**src/rtl/mem_arb_pkg.sv**
```systemverilog
// Shared defaults, port indices and read-tag type for the two-port memory arbiter.
package mem_arb_pkg;

    localparam int unsigned AW_DEF       = 8;
    localparam int unsigned DW_DEF       = 16;
    localparam int unsigned LOCK_MAX_DEF = 4;
    localparam int unsigned CNT_W        = 4;

    localparam logic PORT_CPU = 1'b0;
    localparam logic PORT_AUX = 1'b1;

    typedef struct packed {
        logic valid;
        logic port;
    } rd_tag_t;

    // Saturating increment for the starvation counter.
    function automatic logic [CNT_W-1:0] sat_inc(input logic [CNT_W-1:0] v);
        return (v == '1) ? v : v + CNT_W'(1);
    endfunction

endpackage

```
**src/rtl/mem_arbiter_pick2.sv**
```systemverilog
// Combinational 2-way picker: a lone request wins outright; contention goes to port 0,
// or to the port that was not granted last when round-robin is enabled.
module arb_pick2 (
    input  logic [1:0] req,
    input  logic       last,
    input  logic       rr_en,
    output logic [1:0] gnt
);

    always_comb begin
        gnt = req;
        if (req == 2'b11) begin
            if (rr_en && !last) begin
                gnt = 2'b10;
            end else begin
                gnt = 2'b01;
            end
        end
    end

endmodule

```
**src/rtl/mem_arbiter.sv**
```systemverilog
// Arbiter sharing one single-port synchronous memory between the CPU (port 0) and an aux master (port 1).
// Define MEM_ARB_RR_EN for round-robin contention; default build gives port 0 fixed priority.
module mem_arbiter
    import mem_arb_pkg::*;
#(
    parameter int unsigned AW       = AW_DEF,
    parameter int unsigned DW       = DW_DEF,
    parameter int unsigned LOCK_MAX = LOCK_MAX_DEF
) (
    input  logic          clk,
    input  logic          rst_n,
    input  logic          m0_req,
    input  logic          m1_req,
    input  logic          m0_we,
    input  logic          m1_we,
    input  logic [AW-1:0] m0_addr,
    input  logic [AW-1:0] m1_addr,
    input  logic [DW-1:0] m0_wdata,
    input  logic [DW-1:0] m1_wdata,
    input  logic          m1_lock,
    output logic          m0_gnt,
    output logic          m1_gnt,
    output logic          m0_rvalid,
    output logic          m1_rvalid,
    output logic [DW-1:0] m0_rdata,
    output logic [DW-1:0] m1_rdata,
    output logic [AW-1:0] mem_addr,
    output logic [DW-1:0] mem_wdata,
    output logic          mem_we,
    input  logic [DW-1:0] mem_rdata
);

`ifdef MEM_ARB_RR_EN
    localparam logic RR_EN = 1'b1;
`else
    localparam logic RR_EN = 1'b0;
`endif

    rd_tag_t          rd_tag;
    logic             last;
    logic             locked;
    logic [CNT_W-1:0] lock_cnt;
    logic [1:0]       pick_gnt;
    logic [1:0]       gnt;
    logic             lock_hold;

    arb_pick2 u_pick (
        .req   ({m1_req, m0_req}),
        .last  (last),
        .rr_en (RR_EN),
        .gnt   (pick_gnt)
    );

    // A locked burst keeps port 1 until port 0 has been starved LOCK_MAX cycles.
    always_comb begin
        lock_hold = locked && m1_req && (!m0_req || (lock_cnt < CNT_W'(LOCK_MAX)));
        gnt       = lock_hold ? 2'b10 : pick_gnt;
    end

    assign m0_gnt = gnt[0];
    assign m1_gnt = gnt[1];

    // Memory bus follows the granted port; idle bus parks on port 0 fields.
    always_comb begin
        mem_addr  = m0_addr;
        mem_wdata = m0_wdata;
        mem_we    = 1'b0;
        if (gnt[1]) begin
            mem_addr  = m1_addr;
            mem_wdata = m1_wdata;
            mem_we    = m1_we;
        end else if (gnt[0]) begin
            mem_we = m0_we;
        end
    end

    always_ff @(posedge clk or negedge rst_n) begin
        if (!rst_n) begin
            rd_tag   <= '0;
            last     <= PORT_AUX;
            locked   <= 1'b0;
            lock_cnt <= '0;
        end else begin
            rd_tag.valid <= (|gnt) && !mem_we;
            rd_tag.port  <= gnt[1];
            if (|gnt) begin
                last <= gnt[1];
            end
            // Starvation is only counted while port 0 is actually waiting.
            if (gnt[1] && m1_lock) begin
                locked <= 1'b1;
                if (m0_req) begin
                    lock_cnt <= sat_inc(lock_cnt);
                end
            end else begin
                locked   <= 1'b0;
                lock_cnt <= '0;
            end
        end
    end

    assign m0_rvalid = rd_tag.valid && (rd_tag.port == PORT_CPU);
    assign m1_rvalid = rd_tag.valid && (rd_tag.port == PORT_AUX);
    assign m0_rdata  = mem_rdata;
    assign m1_rdata  = mem_rdata;

endmodule

```
**config.mk**
```make
export PLATFORM = sky130hd
export DESIGN_NAME = mem_arbiter
export DESIGN_NICKNAME = d
export VERILOG_FILES = /design/src/rtl/mem_arb_pkg.sv /design/src/rtl/mem_arbiter_pick2.sv /design/src/rtl/mem_arbiter.sv
export SDC_FILE = /design/constraint.sdc
export NUM_CORES = 1
export LEC_CHECK = 0
export ABC_AREA = 1
export CORE_UTILIZATION = 24
export DETAILED_ROUTE_END_ITERATION = 10
export HOLD_SLACK_MARGIN = 0.03
export PLACE_DENSITY = 0.89
export SETUP_SLACK_MARGIN = 0.05
export SLEW_MARGIN = 20
export SYNTH_ARGS = -nofsm -noshare
export SYNTH_HDL_FRONTEND = slang
export SYNTH_SLANG_ARGS = --single-unit
export TNS_END_PERCENT = 20
```
**constraint.sdc**
```tcl
create_clock -name clk -period 1.5 [get_ports clk]
set_input_delay 0.225 -clock clk [delete_from_list [all_inputs] [get_ports clk]]
set_output_delay 0.225 -clock clk [all_outputs]
set_load 0.02 [all_outputs]
```
==> metrics.txt <==
status=finished with violations; failing checks=setup timing; Ys Warns=0; final setup fails=26; total power=1.06 mW; Die Footprint=4090 um2; max_slew headroom=0.790; first-pass GRT wire length=4030 um; hold_ws=0.262 ns; Detail Route Antenna Nets=0; PortBufs=83; setup tns final=-3.63 ns; maximum clock path buffer count=2; Worst Tran Pin Value=0.313 ns; crit-path leading delay family=flip-flops; Hold Vio Cnt, Final=0; Max stage delay on crit path=0.38 ns; I/O Pins=132; CP Cell Sequence=o21ai_2, nand2_2, nand2_4, inv_6, buf_12, nand2_1, nand2_1, buf_6; final instance area=1800 um2; Lkg Pwr=0.905 nW; Critical Path Source=lock_cnt[2]; CP dominant cell by count=nand2_1; Netlist cell types=15; Post-Layout Cell Count=261; pre-CTS setup slack=-0.717 ns; Starting Density=0.252; n_diodes=0; core area=3660 um2; Switch Pwr=0.347 mW; Clock Power Share=0.245; slowest CP cell=dfrtp_1; initial DRC count=26; CTS clk-pin slew, worst paths=0.04 ns; area of the multi-input gates=504 um2; CP Capture Type=primary output; Yosys reg bits=7; # rows=22; Max Clock Skew=0.00232 ns; PwrDens=588 nW/um2; share of layout cells above drive strength 1=0.352; top cells by area, synth=nand2_1, buf_4, dfrtp_1, buf_6, buf_8; Int Pwr=0.713 mW; worst vdd ir=532 uV; Gate power share=0.566; DRT Wirelength=2770 um; DR vias=1070; syn nets=223; Reg area=175 um2; Period minus WS final=1.66 ns; wire per inst=10.6 um; root buffer cell=clkbuf_8; simple-gate portion of the synthesized area=0.395; worst-path fanout max=11; Buf/Inv on CP=3; CP Data Arrival Time=1.43 ns; post-synthesis sequential area ratio=0.190; leading area contributor after synthesis=nand2_1; Placed Area=1610 um2; Cells after Synth=151; vias in the first global route=981; Detail Placement HPWL=2100 um; gpl congestion=0.817; TritonCTS Buffers=3; RR Startpoint=lock_cnt[2]; die width=64.0 um; placed cells=253; fin. max-slew vios=0; Flop pwr share=0.189; switching share of power=0.327; H-tree depth=1; remaining global-route overflow=0; pin count of the biggest net entering global routing=19; CP startpoint kind=flop; layout net count=286; Max Cap Viol=0; vias per std cell=4.10; final worst slack=-0.160 ns; Syn-to-layout area delta=95.5%; DR pass1 iterations=4; post-synth top area share=0.322; CTS tree=built; initial antenna violation count=0; Final Util=0.492; Tcrit/Tclk final=1.11; DRC violations left=0; commonest non-fill, non-tap cells in the layout=nand2_1, clkdlybuf4s50_1, nand2_2; adder and majority gate portion of the synthesized area=0.0136; Syn Area/Cell=6.11 um2; Synth Cell Area=922 um2; Die Ht=64.0 um; largest family of logic cells by synthesized area=simple AND/OR/NAND/NOR gates; Min-Delay Path Class=in2async; Synth Area in XOR/XNOR=0.00950; Filler Cell Count=349; post-synthesis compound-gate area fraction=0.0339; CP Data Required Time=1.27 ns; Max Clock Freq=602 MHz; TritonCTS sink count=7; RSZ-0062 raised after global routing=true; GRT Total Usage=0.123; Clk Latency, worst-skew pair=0.22 ns; CP Class=reg2out; mux cell area share after synthesis=0
==> logic make-up (layout without fill, tap and decap cells) <==
kind of cell / after synthesis / count (layout)
simple gates: 93 / 93
buf+inv: 44 / 106
flops: 7 / 7
compound gates: 5 / 5
fa+ha+maj: 1 / 1
xor+xnor: 1 / 1
==> power by group through the flow <==
stage	logic (mW)	clock network (mW)	registers, mW
global route	0.642	0.285	0.201
finish	0.599	0.260	0.200
detailed placement	0.535	0	0.203
CTS	0.501	0.263	0.201
global placement	0.531	0	0.203
floorplan	0.345	0	0.202
==> layer usage <==
layer  up-vias  share of wire  track usage
met2        70           0.50        0.231
met4         0          0.017       0.0483
met1       444           0.35        0.119
met5         -              0            0
met3        13           0.14       0.0464
li1        543              -            -
==> registers in the layout, summed over array words and instances (netlist names) <==
| register | count |
|---|---|
| locked | 1 |
| rd_tag | 2 |
| lock_cnt | 4 |
==> cell usage after synthesis <==
cell type  instances
nand2_2            4
nor2_1             6
buf_4             32
buf_6              3
inv_1              6
nand2_1           79
xor2_1             1
dfrtp_1            7
inv_2              1
o21bai_1           1
ha_1               1
a21oi_1            3
nand3_1            4
o21ai_2            1
buf_8              2
==> worst paths after layout <==
kind	to	slack (ns)	cells after the start
max	mem_addr[3]	-0.16	8
min	lock_cnt[0]	0.26	1
max reg2reg	lock_cnt[1]	0.15	7
min reg2reg	lock_cnt[1]	0.56	2
max in group asynchronous	lock_cnt[1]	1.00	1
min in group clk	m1_rdata[3]	0.45	0
==> worst reg2reg max path, delay by kind of cell, from the launching register on <==
family                 cells  cell delay, ns
buffers and inverters      2            0.29
AO/OA/AOI/OAI              2            0.31
AND/OR/NAND/NOR            3            0.29
flip-flops                 1            0.38
==> cell type report <==
class | instances | area share
clock buffers | 4 | 0.0250
inverters | 7 | 0.0173
multi-input cells | 100 | 0.280
flip-flops and latches | 7 | 0.0972
well taps | 48 | 0.0333
repair buffers | 95 | 0.548
==> timing repair <==
action	4_1_cts	5_1_grt
pin swaps	4	11
hold buffers	0	0
resized for setup	133	60
gates cloned	0	1
endpoints found under the setup margin	29	27
buffers inserted	1	2
Note: power is estimated with default switching activity, not from simulation.
